`config.mk`:
```
export PLATFORM = sky130hd
export DESIGN_NAME = can_tx_sequencer
export DESIGN_NICKNAME = d
export VERILOG_FILES = /design/src/rtl/can_seq_pkg.sv /design/src/rtl/can_wb_access.sv /design/src/rtl/can_tx_sequencer.sv
export SDC_FILE = /design/constraint.sdc
export NUM_CORES = 1
export LEC_CHECK = 0
export CORE_UTILIZATION = 54
export CTS_CLUSTER_DIAMETER = 40
export DETAILED_ROUTE_END_ITERATION = 10
export PLACE_DENSITY = 0.81
export SLEW_MARGIN = 20
export SYNTH_ARGS = -nofsm -noshare
export SYNTH_HDL_FRONTEND = slang
export SYNTH_HIERARCHICAL = 1
export SYNTH_SLANG_ARGS = --single-unit
```
`constraint.sdc`:
```
create_clock -name wb_clk_i -period 3.9 [get_ports wb_clk_i]
set_input_delay 0.585 -clock wb_clk_i [delete_from_list [all_inputs] [get_ports wb_clk_i]]
set_output_delay 0.585 -clock wb_clk_i [all_outputs]
set_load 0.05 [all_outputs]
```
`src/rtl/can_seq_pkg.sv`:
```
// Shared constants, descriptor type and TX-buffer byte helpers for the CAN TX sequencer.
package can_seq_pkg;

  localparam logic [2:0] S_IDLE     = 3'd0;
  localparam logic [2:0] S_WAIT_TBS = 3'd1;
  localparam logic [2:0] S_WR_BUF   = 3'd2;
  localparam logic [2:0] S_WR_CMD   = 3'd3;
  localparam logic [2:0] S_WAIT_TCS = 3'd4;
  localparam logic [2:0] S_ABORT    = 3'd5;
  localparam logic [2:0] S_DONE     = 3'd6;

  localparam logic [1:0] RES_OK      = 2'b00;
  localparam logic [1:0] RES_TIMEOUT = 2'b01;
  localparam logic [1:0] RES_BUS_OFF = 2'b10;
  localparam logic [1:0] RES_WB_ERR  = 2'b11;

  localparam int STAT_TBS = 2;
  localparam int STAT_TCS = 3;
  localparam int STAT_BS  = 7;

  localparam logic [7:0] CMD_TR = 8'h01;
  localparam logic [7:0] CMD_AT = 8'h02;

  typedef struct packed {
    logic [10:0] id;
    logic        rtr;
    logic [3:0]  dlc;
    logic [63:0] data;
  } can_desc_t;

  // Number of TX-buffer bytes written: header pair plus payload clipped to 8.
  function automatic logic [3:0] tx_len(input can_desc_t d);
    logic [3:0] n;
    if (d.rtr)             n = 4'd2;
    else if (d.dlc > 4'd8) n = 4'd10;
    else                   n = 4'd2 + d.dlc;
    return n;
  endfunction

  // Byte written at TXBUF_BASE+idx; payload byte 0 lives in data[63:56].
  function automatic logic [7:0] txbuf_byte(input can_desc_t d, input logic [3:0] idx);
    logic [7:0] b;
    case (idx)
      4'd0:    b = d.id[10:3];
      4'd1:    b = {d.id[2:0], d.rtr, d.dlc};
      default: b = 8'(d.data >> {4'd9 - idx, 3'b000});
    endcase
    return b;
  endfunction

endpackage

```
`src/rtl/can_wb_access.sv`:
```
// Single Wishbone access engine: holds one registered access until ack or ack timeout.
module can_wb_access #(
  parameter int ACK_LIMIT = 64
) (
  input  logic       clk_i,
  input  logic       rst_ni,
  input  logic       start_i,
  input  logic       we_i,
  input  logic [7:0] adr_i,
  input  logic [7:0] wdata_i,
  output logic       done_o,
  output logic       err_o,
  output logic [7:0] rdata_o,
  output logic       m_cyc_o,
  output logic       m_stb_o,
  output logic       m_we_o,
  output logic [7:0] m_adr_o,
  output logic [7:0] m_dat_o,
  input  logic [7:0] m_dat_i,
  input  logic       m_ack_i
);

  localparam int AW = $clog2(ACK_LIMIT + 1);

  logic [AW-1:0] ack_cnt_q;
  logic          cyc_q, we_q, done_q, err_q;
  logic [7:0]    adr_q, dat_q, rdata_q;

  // Launch on start, retire on ack (capturing read data) or on ack timeout.
  always_ff @(posedge clk_i or negedge rst_ni) begin
    if (!rst_ni) begin
      cyc_q     <= 1'b0;
      we_q      <= 1'b0;
      adr_q     <= '0;
      dat_q     <= '0;
      ack_cnt_q <= '0;
      done_q    <= 1'b0;
      err_q     <= 1'b0;
      rdata_q   <= '0;
    end else begin
      done_q <= 1'b0;
      err_q  <= 1'b0;
      if (cyc_q) begin
        if (m_ack_i) begin
          cyc_q   <= 1'b0;
          we_q    <= 1'b0;
          adr_q   <= '0;
          dat_q   <= '0;
          done_q  <= 1'b1;
          rdata_q <= m_dat_i;
        end else if (ack_cnt_q >= AW'(ACK_LIMIT - 1)) begin
          cyc_q <= 1'b0;
          we_q  <= 1'b0;
          adr_q <= '0;
          dat_q <= '0;
          err_q <= 1'b1;
        end else begin
          ack_cnt_q <= ack_cnt_q + 1'b1;
        end
      end else if (start_i) begin
        cyc_q     <= 1'b1;
        we_q      <= we_i;
        adr_q     <= adr_i;
        dat_q     <= wdata_i;
        ack_cnt_q <= '0;
      end
    end
  end

  assign m_cyc_o = cyc_q;
  assign m_stb_o = cyc_q;
  assign m_we_o  = we_q;
  assign m_adr_o = adr_q;
  assign m_dat_o = dat_q;
  assign done_o  = done_q;
  assign err_o   = err_q;
  assign rdata_o = rdata_q;

endmodule

```
`src/rtl/can_tx_sequencer.sv`:
```
// Frame-level sequencer: wait TBS, load TX buffer, request TX, poll TCS, report result.
module can_tx_sequencer
  import can_seq_pkg::*;
#(
  parameter int TXBUF_BASE = 10,
  parameter int CMD_ADDR   = 1,
  parameter int STAT_ADDR  = 2,
  parameter int POLL_LIMIT = 1024,
  parameter int ACK_LIMIT  = 64
) (
  input  logic        wb_clk_i,
  input  logic        wb_rst_ni,
  input  logic        req_valid_i,
  output logic        req_ready_o,
  input  logic [10:0] req_id_i,
  input  logic        req_rtr_i,
  input  logic [3:0]  req_dlc_i,
  input  logic [63:0] req_data_i,
  output logic        busy_o,
  output logic        done_o,
  output logic [1:0]  result_o,
  output logic        m_cyc_o,
  output logic        m_stb_o,
  output logic        m_we_o,
  output logic [7:0]  m_adr_o,
  output logic [7:0]  m_dat_o,
  input  logic [7:0]  m_dat_i,
  input  logic        m_ack_i
);

  localparam int PW = $clog2(POLL_LIMIT + 1);

  logic [2:0]    state_q, state_d;
  can_desc_t     desc_q, desc_d;
  logic [PW-1:0] poll_q, poll_d;
  logic [3:0]    idx_q, idx_d;
  logic [1:0]    result_q, result_d;
  logic          done_q;

  logic          acc_start, acc_we, acc_done, acc_err;
  logic [7:0]    acc_adr, acc_wdata, acc_rdata;
  logic          poll_last;
  logic          unused_rdata;

  assign poll_last    = (poll_q >= PW'(POLL_LIMIT - 1));
  assign unused_rdata = ^{acc_rdata[6:4], acc_rdata[1:0]};

  can_wb_access #(.ACK_LIMIT(ACK_LIMIT)) u_acc (
    .clk_i   (wb_clk_i),
    .rst_ni  (wb_rst_ni),
    .start_i (acc_start),
    .we_i    (acc_we),
    .adr_i   (acc_adr),
    .wdata_i (acc_wdata),
    .done_o  (acc_done),
    .err_o   (acc_err),
    .rdata_o (acc_rdata),
    .m_cyc_o (m_cyc_o),
    .m_stb_o (m_stb_o),
    .m_we_o  (m_we_o),
    .m_adr_o (m_adr_o),
    .m_dat_o (m_dat_o),
    .m_dat_i (m_dat_i),
    .m_ack_i (m_ack_i)
  );

  // Next access is launched in the cycle the previous one retires, keeping a 3-cycle cadence.
  always_comb begin
    state_d   = state_q;
    desc_d    = desc_q;
    poll_d    = poll_q;
    idx_d     = idx_q;
    result_d  = result_q;
    acc_start = 1'b0;
    acc_we    = 1'b0;
    acc_adr   = 8'(STAT_ADDR);
    acc_wdata = 8'h00;
    case (state_q)
      S_IDLE: if (req_valid_i) begin
        desc_d    = '{id: req_id_i, rtr: req_rtr_i, dlc: req_dlc_i, data: req_data_i};
        poll_d    = '0;
        acc_start = 1'b1;
        state_d   = S_WAIT_TBS;
      end
      S_WAIT_TBS: if (acc_done) begin
        if (acc_rdata[STAT_BS]) begin
          state_d  = S_DONE;
          result_d = RES_BUS_OFF;
        end else if (acc_rdata[STAT_TBS]) begin
          state_d   = S_WR_BUF;
          idx_d     = '0;
          acc_start = 1'b1;
          acc_we    = 1'b1;
          acc_adr   = 8'(TXBUF_BASE);
          acc_wdata = txbuf_byte(desc_q, 4'd0);
        end else if (poll_last) begin
          state_d  = S_DONE;
          result_d = RES_TIMEOUT;
        end else begin
          poll_d    = poll_q + 1'b1;
          acc_start = 1'b1;
        end
      end
      S_WR_BUF: if (acc_done) begin
        acc_start = 1'b1;
        acc_we    = 1'b1;
        if (idx_q == tx_len(desc_q) - 4'd1) begin
          state_d   = S_WR_CMD;
          acc_adr   = 8'(CMD_ADDR);
          acc_wdata = CMD_TR;
        end else begin
          idx_d     = idx_q + 4'd1;
          acc_adr   = 8'(TXBUF_BASE) + {4'd0, idx_d};
          acc_wdata = txbuf_byte(desc_q, idx_d);
        end
      end
      S_WR_CMD: if (acc_done) begin
        poll_d    = '0;
        state_d   = S_WAIT_TCS;
        acc_start = 1'b1;
      end
      S_WAIT_TCS: if (acc_done) begin
        if (acc_rdata[STAT_BS]) begin
          state_d  = S_DONE;
          result_d = RES_BUS_OFF;
        end else if (acc_rdata[STAT_TCS]) begin
          state_d  = S_DONE;
          result_d = RES_OK;
        end else if (poll_last) begin
          state_d   = S_ABORT;
          acc_start = 1'b1;
          acc_we    = 1'b1;
          acc_adr   = 8'(CMD_ADDR);
          acc_wdata = CMD_AT;
        end else begin
          poll_d    = poll_q + 1'b1;
          acc_start = 1'b1;
        end
      end
      S_ABORT: if (acc_done) begin
        state_d  = S_DONE;
        result_d = RES_TIMEOUT;
      end
      S_DONE:  state_d = S_IDLE;
      default: state_d = S_IDLE;
    endcase
    // A stuck slave ends the frame with no further bus traffic.
    if (acc_err) begin
      state_d   = S_DONE;
      result_d  = RES_WB_ERR;
      acc_start = 1'b0;
    end
  end

  // State, captured descriptor, counters and the registered completion outputs.
  always_ff @(posedge wb_clk_i or negedge wb_rst_ni) begin
    if (!wb_rst_ni) begin
      state_q  <= S_IDLE;
      desc_q   <= '0;
      poll_q   <= '0;
      idx_q    <= '0;
      result_q <= RES_OK;
      done_q   <= 1'b0;
    end else begin
      state_q  <= state_d;
      desc_q   <= desc_d;
      poll_q   <= poll_d;
      idx_q    <= idx_d;
      result_q <= result_d;
      done_q   <= (state_d == S_DONE);
    end
  end

  assign req_ready_o = (state_q == S_IDLE);
  assign busy_o      = (state_q != S_IDLE);
  assign done_o      = done_q;
  assign result_o    = result_q;

endmodule

```
### Word level (Yosys, flattened, before mapping)

Index checks and enable logic that the tools add are counted.

* flip-flop bits (word level): 136
* word-level logic and storage cells: 179

* $add $sub $neg: 7
* magnitude comparators: 3
* eq/ne operators: 28
* shifts and indexed selects: 1
* mux-type cells: 108
* reduce and logical (&&, ||, !) cells: 15

Operators by type and width (count)
* two-way mux 11 bit: 9
* two-way mux 8 bit: 11
* >> shifter 64 x 7 -> 8 bit: 1
* two-way mux 4 bit: 12
* one-hot mux 11 bit (4 select lines): 1
* two-way mux 3 bit: 14
* two-way mux 2 bit: 17
* two-way mux 1 bit: 30
* two-way mux 7 bit: 4
* one-hot mux 8 bit (3 select lines): 1
* one-hot mux 3 bit (6 select lines): 1
* != test 2 bit (second input constant): 8
* one-hot mux 8 bit (2 select lines): 1
* one-hot mux 5 bit (3 select lines): 1
* adder 11 x 1 -> 11 bit (second input constant): 1
* >= comparator 11 x 10 -> 1 bit (second input constant): 1
* two-way mux 5 bit: 2
* != test 2 x 1 -> 1 bit (second input constant): 5
* equality test 3 bit (second input constant): 3
* != test 3 x 1 -> 1 bit (second input constant): 3
* AND reduction 9 bit: 1
* != test 4 x 2 -> 1 bit (second input constant): 2
* one-hot mux 4 bit (2 select lines): 1
* nonzero test 4 bit: 2
* 26 further kinds: 30

### Longest topological paths before layout

Gate-level depths: netlist of the first run.

* depth after elaboration: 12
* mapped depth: 17

### Modules after synthesis

The synthesis of the first run kept the hierarchy.

Modules (own cells, without submodules)
* can_tx_sequencer: instances 1, cells each 446, area an instance 5372.7 µm², seq. area each 2527.4 µm²
* can_wb_access: instances 1, cells each 121, area an instance 1640.3 µm², seq. area each 875.8 µm²

### Worst setup path after synthesis of the first run

No wires, ideal clock.

* kind: register -> register
* start: register state_q[0]
* end: register u_acc.adr_q[1] (netlist: u_acc/m_adr_o[1])
* data arrival time: 3507 ps
* required time: 3764 ps
* path slack: 257 ps
* stages on the path, launching flop included: 12
* period minus slack after synthesis: 3643 ps
* cells stage by stage: dfrtp_1 clkbuf_1 nor3_1 and2_1 clkbuf_1 buf_2 a221oi_1 nor3_1 buf_2 buf_2 mux2i_1 o2bb2ai_2

* elaborated cells between the ends (all ways): 13

RTL lines
* start: declaration: RTL line can_tx_sequencer.sv:33 `logic [2:0] state_q, state_d;`
* start signal: assignment: RTL line can_tx_sequencer.sv:165 `state_q <= state_d;`
* zero test 3 bit
* named net req_ready_o: RTL line can_tx_sequencer.sv:14 `output logic req_ready_o,`
* one-hot mux 1 bit (4 select lines): RTL line can_tx_sequencer.sv:78 `case (state_q)`
* two-way mux 1 bit: RTL line can_tx_sequencer.sv:148 `if (acc_err) begin`
* named net acc_start: RTL line can_tx_sequencer.sv:40 `logic acc_start, acc_we, acc_done, acc_err;`
* nonzero test 2 bit (no line)
* AND reduction 2 bit (no line)
* end signal: assignment: RTL line can_wb_access.sv:63 `adr_q <= adr_i;`
* end: declaration: RTL line can_wb_access.sv:27 `logic [7:0] adr_q, dat_q, rdata_q;`

The timed path passes the listed nets, and every way through them passes these cells. The select of a mux whose other input is x is not followed.
A chain may end at the register's enable or synchronous reset.

### Final worst setup path of the first run

* start: register idx_q[0]
* end: register u_acc.dat_q[0] (netlist: u_acc/m_dat_o[0])

* longest elaborated chain between the ends: 9
* elaborated cells between the ends (all ways): 12

RTL lines
* start: declaration: RTL line can_tx_sequencer.sv:36 `logic [3:0] idx_q, idx_d;`
* start signal: assignment: RTL line can_tx_sequencer.sv:168 `idx_q <= idx_d;`
* adder 4 x 1 -> 4 bit: RTL line can_tx_sequencer.sv:112 `idx_d = idx_q + 4'd1;`
* subtractor 4 bit: RTL line can_seq_pkg.sv:46 `default: b = 8'(d.data >> {4'd9 - idx, 3'b000});`
* >> shifter 64 x 7 -> 8 bit: RTL line can_seq_pkg.sv:46
* one-hot mux 8 bit (2 select lines): RTL line can_seq_pkg.sv:43 `case (idx)`
* two-way mux 8 bit (*): RTL line can_tx_sequencer.sv:107 `if (idx_q == tx_len(desc_q) - 4'd1) begin`
* two-way mux 8 bit (*): RTL line can_tx_sequencer.sv:104 `S_WR_BUF: if (acc_done) begin`
* one-hot mux 8 bit (3 select lines) (*): RTL line can_tx_sequencer.sv:78
* named net acc_wdata[0]: RTL line can_tx_sequencer.sv:41 `logic [7:0] acc_adr, acc_wdata, acc_rdata;`
* two-way mux 8 bit (*): RTL line can_wb_access.sv:60 `end else if (start_i) begin`
* two-way mux 8 bit (*): RTL line can_wb_access.sv:43 `if (cyc_q) begin`
* end signal: assignment: RTL line can_wb_access.sv:64 `dat_q <= wdata_i;`
* end: declaration: RTL line can_wb_access.sv:27

Mark *: on every way through the listed nets, which the timed path passes. The rest lies on a longest branch. The select of a mux whose other input is x is not followed.

==> metrics.txt, run 1 <==
status=finished, final reports clean; Final Skew=0.00802 ns; fraction of layout cells with a size suffix above 1=24.3%; via count=4,942; Row Count=40; CP Capture Type=register; Slew Viols, Final=0; Final Util=70.5%; CTS tree=done; period utilisation layout=82.2%; Synth Cell Area=6830 um^2; drt total wl=15,900 um; vias in the first global route=5,140; CTS sink count=131; FMAX=312 MHz; Clock Tree Root=clkbuf_16; via density per instance=5.88; drt pass-1 iters=5; Max Cap Viol=0; ANT nets after route=0; PwrDens=350 nW/um^2; Cells after Synth=557; final setup fails=0; Slew Limit Headroom=36.8%; RSZ-0062 raised after global routing=no; setup bufs post-CTS=0; actual slew at the worst max-slew pin=0.947 ns; Fin Hold WS=0.202 ns; number of synthesis warnings=6; largest net degree at the start of global routing=81; critical path depth=10; crit path time final=3.21 ns; chip height=114 um; grt total ovfl=0; initial DRC count=423; synthesized area per cell=12.3 um^2; Worst path top cell family by delay=adder cells; CP Data Required Time=4.19 ns; Critical Path, Cell by Cell=inv_1 > ha_1 > ha_1 > mux2i_1 > nor2_1 > a221o_2 > o21ai_0 > nand2_1 > mux2i_1 > o2bb2ai_2; setup TNS=0 ns; Worst-Skew Late Latency=0.41 ns; clock-pin transition on the worst setup and hold timing paths=0.06 ns; Layout Nets=760; CTS H-tree depth=4; Post-Layout Inst Area=8580 um^2; Arr. time, crit path=3.50 ns; Tot Pwr=0.00300 W; GRT Overall Usage=26.3%; # DRC=0; # diodes=0; slowest CP cell=dfrtp_1; Fin. Hold Viols=0; Buf/Inv on CP=1; Worst Path Max Fanout=13; GPL Wtd Cong=0.875; cts bufs inserted=17; path type of the worst min-delay path=primary input to asynchronous set/reset pin; CP Class=register to register; placed inst area=8020 um^2; PortBufs=110; clock tree buffer depth=2; Die X=114 um; hpwl dp=11,100 um; # hold bufs at CTS=0; IR drop worst, VDD=421 uV; initial antenna violation count=0; CP Launch Type=register; I/O pin cnt=116; Die ar.=13,100 um^2; FF-to-FF path depth=10; cts repair resizes=0; Largest stage delay, worst path=0.66 ns; WL/cell=18.9 um; P&R area growth vs syn=25.6%; first-pass GRT wire length=26,000 um; Leak Pwr=3.77 nW; Core Area=12,200 um^2; Initial Util=56.2%
## stage by stage
stage / cells / setup slack, ns
2_1_floorplan: 559 / 0.257
3_3_place_gp: 809 / 0.859
3_5_place_dp: 809 / 0.759
4_1_cts: 840 / 0.673
5_1_grt: 840 / 0.477
6_report: 840 / 0.693
## path summary, 6_finish.rpt
path,slack (ns),to,from
setup reg to reg,0.69,u_acc/m_dat_o[0]$_DFFE_PN0P_,idx_q[0]$_DFFE_PN0P_
min in group wb_clk_i,0.49,result_o[0]$_DFFE_PN0P_,result_o[0]$_DFFE_PN0P_
hold reg to reg,0.49,result_o[0]$_DFFE_PN0P_,result_o[0]$_DFFE_PN0P_
max in group asynchronous,2.84,desc_q[77]$_DFFE_PN0P_,wb_rst_ni
setup / recovery,0.69,u_acc/m_dat_o[0]$_DFFE_PN0P_,idx_q[0]$_DFFE_PN0P_
hold / removal,0.20,idx_q[1]$_DFFE_PN0P_,wb_rst_ni
## flip-flops by register name (all words and copies together) (netlist names), 2 cells and up
signal           flops
poll_q              11
u_acc/m_dat_o        8
desc_q              80
u_acc/m_adr_o        8
u_acc/rdata_o        3
state_q              3
u_acc/ack_cnt_q      7
result_o             2
idx_q                4
## layout make-up
cell class                      count  area (um^2)
Clock inverter                      8          103
Timing Repair Buffer              116         1160
Clock buffer                       23          458
Tap cell                          168          210
Fill cell                         850         3580
Multi-Input combinational cell    383         3330
Inverter                           11         41.3
Sequential cell                   131         3280
## report_power, final
group | internal (W) | switching [W]
Clock | 0.000955 | 0.000566
Combinational | 0.0000771 | 0.0000407
Sequential | 0.00136 | 0
Total | 0.00239 | 0.000607
## layout by cell type (no fill, tap or decap), types with 3 or more instances in the layout
master             n
nand2_1           34
o21ai_0           23
o211ai_1           4
nand2b_1           6
mux4_2            16
o21bai_1           3
o2bb2ai_1          8
nand4_1            3
dfrtp_1          131
o2bb2ai_2         10
a221oi_1           4
a22o_1             7
a21o_1             3
xor2_1             4
nand3_1           12
clkbuf_16         17
mux2i_1           31
clkdlybuf4s50_1  109
conb_1             3
o21a_1             6
inv_1              9
o22ai_1            4
ha_1               8
nor3_1             6
o31ai_1            3
a31oi_1            3
buf_4              6
or2_2              3
nor3b_1            4
clkbuf_1           5
nor2_1            27
mux2_2            83
and2_1             5
a21oi_1           17
## worst register-to-register path, cell delays in order, from the launching register on
cell       delay (ns)
dfrtp_1          0.66
inv_1            0.10
ha_1             0.42
ha_1             0.63
mux2i_1          0.33
nor2_1           0.07
a221o_2          0.31
o21ai_0          0.20
nand2_1          0.08
mux2i_1          0.20
o2bb2ai_2        0.08
## routing by layer
metal	global-route usage, %	routed length [um]
met1	31.9	6450
met2	43.6	7910
met4	8.83	303
met3	9.58	1240
met5	0	0
(Power assumes the default switching activity.)
==> run 2: changes to the inputs <==
Clock period 3.9 ns to 3.1 ns, I/O delays scaled along.
==> metrics.txt, run 2 (same netlist as run 1, synthesis figures left out) <==
WL/cell=18.9 um; GPL Wtd Cong=0.893; vias in the first global route=5,303; Fin. Hold Viols=0; Leak Pwr=3.83 nW; most common cell after layout, fill and taps aside=dfrtp_1; # hold bufs at CTS=0; CTS sink count=131; P&R area growth vs syn=27.7%; drt total wl=16,100 um; hpwl dp=11,300 um; final setup fails=0; CTS H-tree depth=4; Worst Path Max Fanout=18; Die X=114 um; PortBufs=110; Comb power frac=4.0%; IR drop worst, VDD=352 uV; worst reg2reg setup slack=0.24 ns; most frequent cells in the layout=dfrtp_1 (131), clkdlybuf4s50_1 (109), mux2_2 (83); Buf/Inv on CP=1; ANT nets after route=0; GRT Overall Usage=26.9%; Net Sw Power=0.000828 W; clock power share=51.1%; Seq pwr share=45.0%; # diodes=0; Tot Pwr=0.00380 W; Fin Hold WS=0.0741 ns; Met2 Wirelength=7930 um; FMAX=350 MHz; actual slew at the worst max-slew pin=0.881 ns; period utilisation layout=92.3%; CP Class=register to register; crit path time final=2.86 ns; via density per instance=5.95; initial antenna violation count=0; slowest CP cell=a31oi_1; CP Data Required Time=3.41 ns; CP Capture Type=register; via count=5,077; fraction of layout cells with a size suffix above 1=26.6%; path type of the worst min-delay path=primary input to asynchronous set/reset pin; biggest regs=desc_q: 80 flops, poll_q: 11 flops; clock tree buffer depth=2; Slew Limit Headroom=41.2%; Arr. time, crit path=3.17 ns; cts repair resizes=0; PwrDens=436 nW/um^2; Final Util=71.7%; Slew Viols, Final=0; I/O pin cnt=116; # DRC=0; CTS tree=done; Biggest register=desc_q; Clock Tree Root=clkbuf_16; Initial Util=56.2%; Pint=0.00298 W; initial DRC count=383; status=finished, final reports clean; setup bufs post-CTS=0; Critical Path, Cell by Cell=ha_1 > a21o_1 > a31oi_1 > o21ai_0 > o21ai_0 > a221oi_1 > nor3_2 > buf_12 > nand2b_1 > a22o_1; Worst-Skew Late Latency=0.43 ns; largest net degree at the start of global routing=82; Max Cap Viol=0; Layout Nets=772; drt pass-1 iters=5; Worst path top cell family by delay=compound AO/OA/AOI/OAI gates; CP most frequent cell=o21ai_0; Sw Ratio=21.8%; Metal-1 WL=6540 um; first-pass GRT wire length=26,600 um; Largest stage delay, worst path=0.46 ns; Core Area=12,200 um^2; chip height=114 um; grt total ovfl=0; clock-pin transition on the worst setup and hold timing paths=0.06 ns; Row Count=40; Final Skew=0.00979 ns; max reg flops=80; Top Layer Used=met4; CP Launch Type=register; Die ar.=13,100 um^2; met3 wire length=1220 um; setup TNS=0 ns; cts bufs inserted=17; RSZ-0062 raised after global routing=no
run 2: changes by cell type in the layout (fill, tap and decap cells not counted), moves of 2 or more:
cell	before	now
clkbuf_1	5	1
clkinvlp_4	2	5
buf_4	6	16
clkbuf_8	1	3
clkinv_4	0	2
buf_12	1	3
run 2: worst reg2reg max path, stage by stage, from the launching register on:
cell and delay (ns):
dfrtp_1 0.44, ha_1 0.28, a21o_1 0.22, a31oi_1 0.46, o21ai_0 0.15, o21ai_0 0.11, a221oi_1 0.12, nor3_2 0.26
buf_12 0.21, nand2b_1 0.21, a22o_1 0.29
run 2: stage by stage:
stage          setup WS [ns]  area [um^2]  cells
2_1_floorplan         0.0390         6870    559
3_3_place_gp           0.384         8150    821
3_5_place_dp           0.297         8150    821
4_1_cts                0.272         8720    853
5_1_grt               0.0255         8720    853
6_report               0.239         8720    853
run 2: path summary, 6_finish.rpt:
kind	from	end	depth (start not counted)
max	poll_q[0]$_DFFE_PN0P_	u_acc/ack_cnt_q[5]$_DFFE_PN0P_	10
min	wb_rst_ni	u_acc/m_adr_o[5]$_DFFE_PN0P_	1
max reg2reg	poll_q[0]$_DFFE_PN0P_	u_acc/ack_cnt_q[5]$_DFFE_PN0P_	10
min reg2reg	desc_q[50]$_DFFE_PN0P_	desc_q[50]$_DFFE_PN0P_	1
max in group asynchronous	wb_rst_ni	desc_q[57]$_DFFE_PN0P_	2
min in group wb_clk_i	desc_q[50]$_DFFE_PN0P_	desc_q[50]$_DFFE_PN0P_	1
run 2: layout make-up:
type | instances | area, um^2
multi-input combinational | 383 | 3350
clock buffer | 21 | 470
sequential | 131 | 3280
timing repair buffer | 128 | 1270
fill | 862 | 3440
clock inverter | 11 | 104
inverter | 11 | 41.3
tap | 168 | 210
run 2: power by group through the flow:
stage                     sequential (W)  combinational, W  clock [W]
after floorplan                  0.00174        0.00000154          0
after CTS                        0.00171          0.000154    0.00197
after detailed placement         0.00174          0.000152          0
final                            0.00171          0.000151    0.00194
after global routing             0.00171          0.000165    0.00203
after global placement           0.00174          0.000150          0
run 2: layer usage:
metal | global-route usage (%) | up-vias
met5 | 0 | -
met4 | 12.2 | 0
met3 | 8.15 | 34
met2 | 44.1 | 212
met1 | 32.9 | 2523
li1 | - | 2308
==> run 3: changes to the inputs <==
Settings changed: SKIP_LAST_GASP set to 1.
==> results of run 3 <==
No change in the layout: final DEF, timing and power equal those of run 2.
